[src/rtl/mult_arbiter.sv]
// Round-robin arbiter/sequencer sharing one multi-cycle multiplier among N requesters.
// Define MULT_ARB_TIMEOUT_EN to add a WAIT-state watchdog with a sticky err_o.
module mult_arbiter #(
  parameter int N       = 4,
  parameter int W       = 8,
  parameter int TIMEOUT = 64
) (
  input  logic           clk_i,
  input  logic           rst_i,
  input  logic [N-1:0]   req_i,
  input  logic [N*W-1:0] a_i,
  input  logic [N*W-1:0] b_i,
  output logic [N-1:0]   grant_o,
  output logic [N-1:0]   done_o,
  output logic [2*W-1:0] y_o,
  output logic           busy_o,
  output logic           mult_start_o,
  output logic [W-1:0]   mult_a_o,
  output logic [W-1:0]   mult_b_o,
  input  logic           mult_busy_i,
  input  logic [2*W-1:0] mult_y_i,
  output logic           err_o
);

  localparam int IW = $clog2(N);

  if (N < 2 || N > 8 || TIMEOUT < 1) begin : g_bad_params
    $error("mult_arbiter: unsupported parameter values");
  end

  typedef enum logic [2:0] {
    S_IDLE   = 3'd0,
    S_LAUNCH = 3'd1,
    S_SETTLE = 3'd2,
    S_WAIT   = 3'd3,
    S_DONE   = 3'd4
  } state_t;

  state_t        state;
  state_t        state_nxt;
  logic [IW-1:0] ptr;
  logic [IW-1:0] cur;
  logic [IW-1:0] pick;
  logic [N-1:0]  cur_oh;
  logic [W-1:0]  sel_a;
  logic [W-1:0]  sel_b;
  logic          any_req;
  logic          tmo;

  // First requester strictly after the last one served, searching cyclically.
  function automatic logic [IW-1:0] rr_pick(input logic [N-1:0] req, input logic [IW-1:0] last);
    logic [IW-1:0] sel;
    logic [IW-1:0] id;
    logic          hit;
    int            idx;
    sel = last;
    hit = 1'b0;
    for (int i = 1; i <= N; i++) begin
      idx = (int'(last) + i) % N;
      id  = idx[IW-1:0];
      if (!hit && req[id]) begin
        sel = id;
        hit = 1'b1;
      end
    end
    return sel;
  endfunction

  assign any_req = |req_i;
  assign pick    = rr_pick(req_i, ptr);
  assign cur_oh  = N'(1) << cur;

  always_comb begin
    sel_a = '0;
    sel_b = '0;
    for (int k = 0; k < N; k++) begin
      if (pick == IW'(k)) begin
        sel_a = a_i[k*W +: W];
        sel_b = b_i[k*W +: W];
      end
    end
  end

`ifdef MULT_ARB_TIMEOUT_EN
  localparam int CW = $clog2(TIMEOUT + 1);
  logic [CW-1:0] cnt;

  assign tmo = (state == S_WAIT) && mult_busy_i && (cnt == CW'(TIMEOUT - 1));

  // Counts WAIT cycles; err_o stays set until the next reset.
  always_ff @(posedge clk_i or negedge rst_i) begin
    if (!rst_i) begin
      cnt   <= '0;
      err_o <= 1'b0;
    end else begin
      cnt <= (state == S_WAIT) ? cnt + CW'(1) : '0;
      if (tmo) err_o <= 1'b1;
    end
  end
`else
  assign tmo   = 1'b0;
  assign err_o = 1'b0;
`endif

  always_ff @(posedge clk_i or negedge rst_i) begin
    if (!rst_i) state <= S_IDLE;
    else        state <= state_nxt;
  end

  always_comb begin
    state_nxt = state;
    unique case (state)
      S_IDLE:   if (any_req) state_nxt = S_LAUNCH;
      S_LAUNCH: state_nxt = S_SETTLE;
      S_SETTLE: state_nxt = S_WAIT;
      S_WAIT:   if (!mult_busy_i || tmo) state_nxt = S_DONE;
      S_DONE:   state_nxt = S_IDLE;
      default:  state_nxt = S_IDLE;
    endcase
  end

  // Operands are captured on the grant edge only; later a_i/b_i changes are ignored.
  always_ff @(posedge clk_i or negedge rst_i) begin
    if (!rst_i) begin
      ptr      <= IW'(N - 1);
      cur      <= '0;
      mult_a_o <= '0;
      mult_b_o <= '0;
      y_o      <= '0;
    end else begin
      if (state == S_IDLE && any_req) begin
        ptr      <= pick;
        cur      <= pick;
        mult_a_o <= sel_a;
        mult_b_o <= sel_b;
      end
      if (state == S_WAIT) begin
        if (!mult_busy_i) y_o <= mult_y_i;
        else if (tmo)     y_o <= '1;
      end
    end
  end

  always_comb begin
    grant_o      = '0;
    done_o       = '0;
    mult_start_o = 1'b0;
    busy_o       = 1'b0;
    unique case (state)
      S_IDLE: ;
      S_LAUNCH: begin
        grant_o      = cur_oh;
        mult_start_o = 1'b1;
        busy_o       = 1'b1;
      end
      S_SETTLE: busy_o = 1'b1;
      S_WAIT:   busy_o = 1'b1;
      S_DONE: begin
        done_o = cur_oh;
        busy_o = 1'b1;
      end
      default: ;
    endcase
  end

endmodule

[config.mk]
export PLATFORM = sky130hd
export DESIGN_NAME = mult_arbiter
export DESIGN_NICKNAME = d
export VERILOG_FILES = /design/src/rtl/mult_arbiter.sv
export SDC_FILE = /design/constraint.sdc
export NUM_CORES = 1
export LEC_CHECK = 0
export CAP_MARGIN = 20
export CORE_UTILIZATION = 33
export CTS_CLUSTER_DIAMETER = 80
export DETAILED_ROUTE_END_ITERATION = 8
export GPL_TIMING_DRIVEN = 0
export PLACE_DENSITY_LB_ADDON = 0.2
export SLEW_MARGIN = 20
export SYNTH_ARGS = -nofsm -noshare
export SYNTH_HDL_FRONTEND = slang
export SYNTH_SLANG_ARGS = --single-unit
[constraint.sdc]
create_clock -name clk_i -period 1.83 [get_ports clk_i]
set_clock_uncertainty 0.05 [all_clocks]
set_input_delay 0.366 -clock clk_i [delete_from_list [all_inputs] [get_ports clk_i]]
set_output_delay 0.366 -clock clk_i [all_outputs]
set_load 0.02 [all_outputs]
# Word-level counts from Yosys, hierarchy flattened
# Index checks and enable logic that the tools add are counted.
# word_totals
ff_bits,39
input_bits,87
output_inout_bits,43
wordCells,68
# op_classes
n_addsub,4
n_lt_le_gt_ge,4
eq_ne,9
shift,1
mux,30
bitwise_logic,1
n_reduce_logical,13
# op_table
operator,n
$mux 8,8
$lt 2x3->1 const B,4
$pmux 3 s4,1
$mux 1,9
$bmux 1 s2,4
$mux 2,4
$mux 4,2
$reduce_or 4->1,2
$eq 3x2->1 const B,2
$mux 3,2
$add 2x1->2 const B,2
$add 2x2->2 const B,2
$eq 2x2->1 const B,2
$logic_and 1x1->1,4
$ne 2x2->1 const B,2
$reduce_and 2->1,2
$shl 1x2->4 const A,1
$eq 3x1->1 const B,1
$eq 3x3->1 const B,1
$logic_not 1->1,3
$logic_not 3->1,1
$eq 2x1->1 const B,1
$logic_not 2->1,1
$not 1->1,1

# Logic depth before layout (Yosys ltp)
# depth
depth_word,18
depth_mapped,8
ltp_nobuf,5

# Worst setup path after synthesis
# No wires, ideal clock.
# synth_path
path_type,flip-flop to flip-flop
start,reg ptr[1]
end,reg mult_b_o[0]
setup_time_ps,138
arrival_ps,1567
required_time_ps,1642
path_slack_ps,76
stages_incl_launch_ff,7
n_path_buf,2
period_less_slack_ps,1754
cell_sequence,dfstp_2 > buf_2 > mux2i_1 > o221ai_4 > buf_6 > mux2i_1 > o221ai_1
# synth_between
elab_chain_cells,18
word_cells_on_any_way,33
cone_classes,add/sub (4); eq/ne (3); mux (19); reduce/logical (7)
# synth_rtl
item,line,rtl
from (decl),41,logic [IW-1:0] ptr;
from (signal assigned),125,ptr <= IW'(N - 1);
from (signal assigned),132,ptr <= pick;
$add 2x1->2,59,idx = (int'(last) + i) % N;
$bmux 1 s2,61,if (!hit && req[id]) begin
$mux 1 (not written as such),61,
$mux 1,61,
$logic_not 1->1,61,
$logic_and 1x1->1,61,
$mux 1,61,
$logic_not 1->1,61,
$logic_and 1x1->1,61,
$mux 1,61,
$logic_not 1->1,61,
$logic_and 1x1->1,61,
$mux 2 *,61,
$logic_not 2->1,77,if (pick == IW'(k)) begin
$mux 8 (3 in a row),77,
$mux 8 *,77,
to (signal assigned),135,mult_b_o <= sel_b;
to (decl),19,"output logic [W-1:0] mult_b_o,"
# Every way passes the cells marked *; elsewhere a longest branch is shown, timed or not. The select of a mux whose other input is x is not followed.
# A chain may end at the register's enable or synchronous reset.

# Worst setup path in the final report
# layout_path
start,reg ptr[1]
end,reg mult_a_o[6]
# layout_between
elab_chain_cells,18
word_cells_on_any_way,33
cone_classes,add/sub (4); eq/ne (3); mux (19); reduce/logical (7)
# layout_rtl
item,line,rtl
$add 2x1->2,59,
$bmux 1 s2,61,
$mux 1 (not written as such),61,
$mux 1,61,
$logic_not 1->1,61,
$logic_and 1x1->1,61,
$mux 1,61,
$logic_not 1->1,61,
$logic_and 1x1->1,61,
$mux 1,61,
$logic_not 1->1,61,
$logic_and 1x1->1,61,
$mux 2 *,61,
$logic_not 2->1,77,
$mux 8 (3 in a row),77,
$mux 8 *,77,
to (signal assigned),134,mult_a_o <= sel_a;
to (decl),18,"output logic [W-1:0] mult_a_o,"
# Marks and branches as above.

==> results.sh <==
export IMPL_status="finished, final reports clean"
export IMPL_synth_edf_count=0
export IMPL_ys_seq_elements=39
export IMPL_power_frac_seq_pct=27.3
export IMPL_nets=414
export IMPL_worstPathRequired_ns=1.95
export IMPL_fin_area_um2=3800
export IMPL_htree_num_levels=2
export IMPL_worstPathMaxFanout=7
export IMPL_cp_end_kind="flip-flop"
export IMPL_syn_nets=266
export IMPL_synth_top_area_share_pct=45.2
export IMPL_ff_latch_area_um2=982
export IMPL_grt_use_total_pct=19.2
export IMPL_combPwrFrac_pct=62.4
export IMPL_peakVddDrop_v=0.000826
export IMPL_wire_per_inst_um=15.7
export IMPL_worst_slew_pin_slew_ns=0.538
export IMPL_r2r_end="mult_a_o[6]$_DFFE_PN0P_"
export IMPL_maxCapViolations=0
export IMPL_ys_top_cells_by_count="37 x dfrtp_1, 33 x mux2i_1, 22 x nand2_1"
export IMPL_die_w_um=80.8
export IMPL_nFillCells=519
export IMPL_whs_path_depth=2
export IMPL_placementRows=28
export IMPL_ys_types=25
export IMPL_drt_drc_violations_left=0
export IMPL_grt_pass1_vias=1896
export IMPL_placed_cells=383
export IMPL_start_util_pct=34.4
export IMPL_place_congestion=0.720
export IMPL_min_path_type="flip-flop to flip-flop"
export IMPL_num_io_pins=130
export IMPL_synth_most_common_cell="dfrtp_1"
export IMPL_async_flop_share_pct=100
export IMPL_n_antenna_cell=0
export IMPL_swShare_pct=39.2
export IMPL_min_from="mult_b_o[7]$_DFFE_PN0P_"
export IMPL_power_switching_mw=2.30
export IMPL_vias=1980
export IMPL_hold_viol_final=0
export IMPL_start_kind="flip-flop"
export IMPL_antenna_found_initial=0
export IMPL_syn_inst=179
export IMPL_port_buffers=128
export IMPL_avgSynthCellArea_um2=11.4
export IMPL_yosys_warnings=0
export IMPL_synth_yosys_seq_area_share_pct=47.8
export IMPL_layout_cells_non_filler=403
export IMPL_hpwl_mm=4.52
export IMPL_fin_tns_setup_ns=0
export IMPL_core_um2=5960
export IMPL_grt_max_degree=22
export IMPL_rsz0062_at_grt="yes"
export IMPL_first_pass_iters=4
export IMPL_cts_root_buffer="clkbuf_8"
export IMPL_crit_type="flip-flop to flip-flop"
export IMPL_synth_top_flop_cell="dfrtp_1"
export IMPL_min_to="mult_b_o[7]$_DFFE_PN0P_"
export IMPL_p_clk_share_pct=10.3
export IMPL_relSlewSlack_pct=64.1
export IMPL_clock_sinks=39
export IMPL_clk_pin_slew_ns=0.08
export IMPL_drtAntennaViolNets=0
export IMPL_power_mw=5.85
export IMPL_fmax_ghz=0.548
export IMPL_synth_top_cell_by_area="dfrtp_1"
export IMPL_p_per_area_nw_per_um2=1540
export IMPL_placed_cell_area_um2=3440
export IMPL_cts_buffers=5
export IMPL_drive_above_1_share_pct=26.8
export IMPL_grt_pass1_wl_mm=9.41
export IMPL_period_minus_slack_ns=1.82
export IMPL_drt_iter0_markers=115
export IMPL_worst_r2r_cell_count=7
export IMPL_multi_input_area_um2=1080
export IMPL_tritoncts="yes"
export IMPL_rrSetupSlack_ns=0.005
export IMPL_gr_total_overflow=0
export IMPL_min_period_over_period_pct=99.7
export IMPL_p_leak_nw=1.59
export IMPL_p_int_mw=3.56
export IMPL_synth_area_leaders="dfrtp_1 45%, mux2i_1 16%, mux2_2 8.8%, o221ai_1 6.8%, nand2_1 4.0%"
export IMPL_synth_area_um2=2050
export IMPL_area_delta_synth_final_pct=85.6
export IMPL_via_per_inst=4.91
export IMPL_finalMaxSlewViolations=0
export IMPL_die_h_um=80.8
export IMPL_clock_latency_ns=0.29
export IMPL_holdWs_ns=0.441
export IMPL_clockBufferDepth=2
export IMPL_die_area_um2=6520
export IMPL_cp_arrival_ns=1.94
export IMPL_setup_viol=0
export IMPL_r2r_start="ptr[1]$_DFFE_PN1P_"
export IMPL_finalWirelength_mm=6.31
==> how the worst max path moves through the flow <==
stage	from	endpoint	slack [ns]	cells past startpoint
finish	ptr[1]$_DFFE_PN1P_	mult_a_o[6]$_DFFE_PN0P_	0.005	7
global route	ptr[1]$_DFFE_PN1P_	mult_a_o[6]$_DFFE_PN0P_	-0.09	7
CTS	ptr[1]$_DFFE_PN1P_	mult_a_o[7]$_DFFE_PN0P_	-0.05	7
detailed placement	req_i[0]	mult_a_o[3]$_DFFE_PN0P_	-0.50	6
global placement	rst_i	mult_b_o[3]$_DFFE_PN0P_	-0.65	1
floorplan	ptr[1]$_DFFE_PN1P_	mult_b_o[0]$_DFFE_PN0P_	0.08	6
==> power by group through the flow <==
stage | clock [mW] | combinational (mW) | sequential [mW]
6_report | 0.602 | 3.65 | 1.60
2_1_floorplan | 0 | 1.40 | 1.98
4_1_cts | 0.623 | 3.51 | 1.58
3_5_place_dp | 0 | 3.14 | 1.57
3_3_place_gp | 0 | 3.09 | 1.55
5_1_grt | 0.651 | 3.90 | 1.65
==> routing by layer <==
layer  global-route usage (%)  vias up  part of all wire (%)
met5                        0        -                     0
met3                     4.04        9                   5.8
met1                     25.2      959                    42
met4                     5.36        0                   1.2
met2                     32.0       64                    51
li1                         -      948                     -
==> layout make-up <==
type | count | share of cell area (%)
Sequential cell | 39 | 25.9
Clock inverter | 3 | 0.626
Buffer | 9 | 2.83
Tap cell | 75 | 2.47
Multi-Input combinational cell | 127 | 28.4
Inverter | 2 | 0.198
Clock buffer | 5 | 1.81
Timing Repair Buffer | 143 | 37.8
==> stage by stage <==
stage / utilization, % / setup WS [ns]
finish: 63.8 / 0.00543
global route: 63.8 / -0.0901
CTS: 62.6 / -0.0490
detailed placement: 57.8 / -0.495
global placement: 57.5 / -0.653
floorplan: - / 0.0756
==> kinds of logic (layout without fill, tap and decap cells) <==
family	after synthesis	count (layout)	share of synthesized area [%]
multiplexers	49	49	24.9
buffers and inverters	13	162	4.89
AND/OR/NAND/NOR	51	51	11.2
flip-flops	39	39	47.8
XOR/XNOR	1	1	0.428
other	1	1	0.183
AO/OA/AOI/OAI	25	25	10.6
==> placed cells by master (no fill, tap or decap), drive strengths merged, types with 2 or more instances in the layout <==
| master | Yosys | layout |
|---|---|---|
| nand2b | 4 | 4 |
| clkdlybuf4s15 | 0 | 2 |
| clkinvlp | 0 | 2 |
| a21oi | 4 | 4 |
| clkdlybuf4s50 | 0 | 113 |
| mux2 | 16 | 16 |
| nand2 | 23 | 23 |
| mux2i | 33 | 33 |
| clkbuf | 1 | 9 |
| nor2 | 16 | 16 |
| inv | 2 | 3 |
| dfrtp | 37 | 37 |
| dlygate4sd2 | 0 | 3 |
| o21a | 2 | 2 |
| dfstp | 2 | 2 |
| nor3 | 6 | 6 |
| buf | 10 | 29 |
| o221ai | 17 | 17 |
==> sequential cells by signal, indices dropped and copies added, names as in the netlist <==
name      cells
y_o          16
ptr           2
mult_a_o      8
mult_b_o      8
state         3
cur           2
==> worst max-delay path, stage by stage (launching register included) <==
cell and delay, ns:
dfstp_2 0.61, buf_6 0.12, a2bb2oi_4 0.05, o221ai_4 0.19, buf_12 0.17, buf_8 0.14, mux2i_2 0.22, o221ai_1 0.14
==> timing repair <==
item | 4_1_cts | 5_1_grt
hold buffers | 1 | 0
cloned | 2 | 1
setup buffers | 9 | 3
endpoints found under the hold margin | 8 | 0
endpoints found under the setup margin | 38 | 28
gates resized for setup | 47 | 36
pin swaps | 9 | 13
Power figures use the tool's default switching activity.
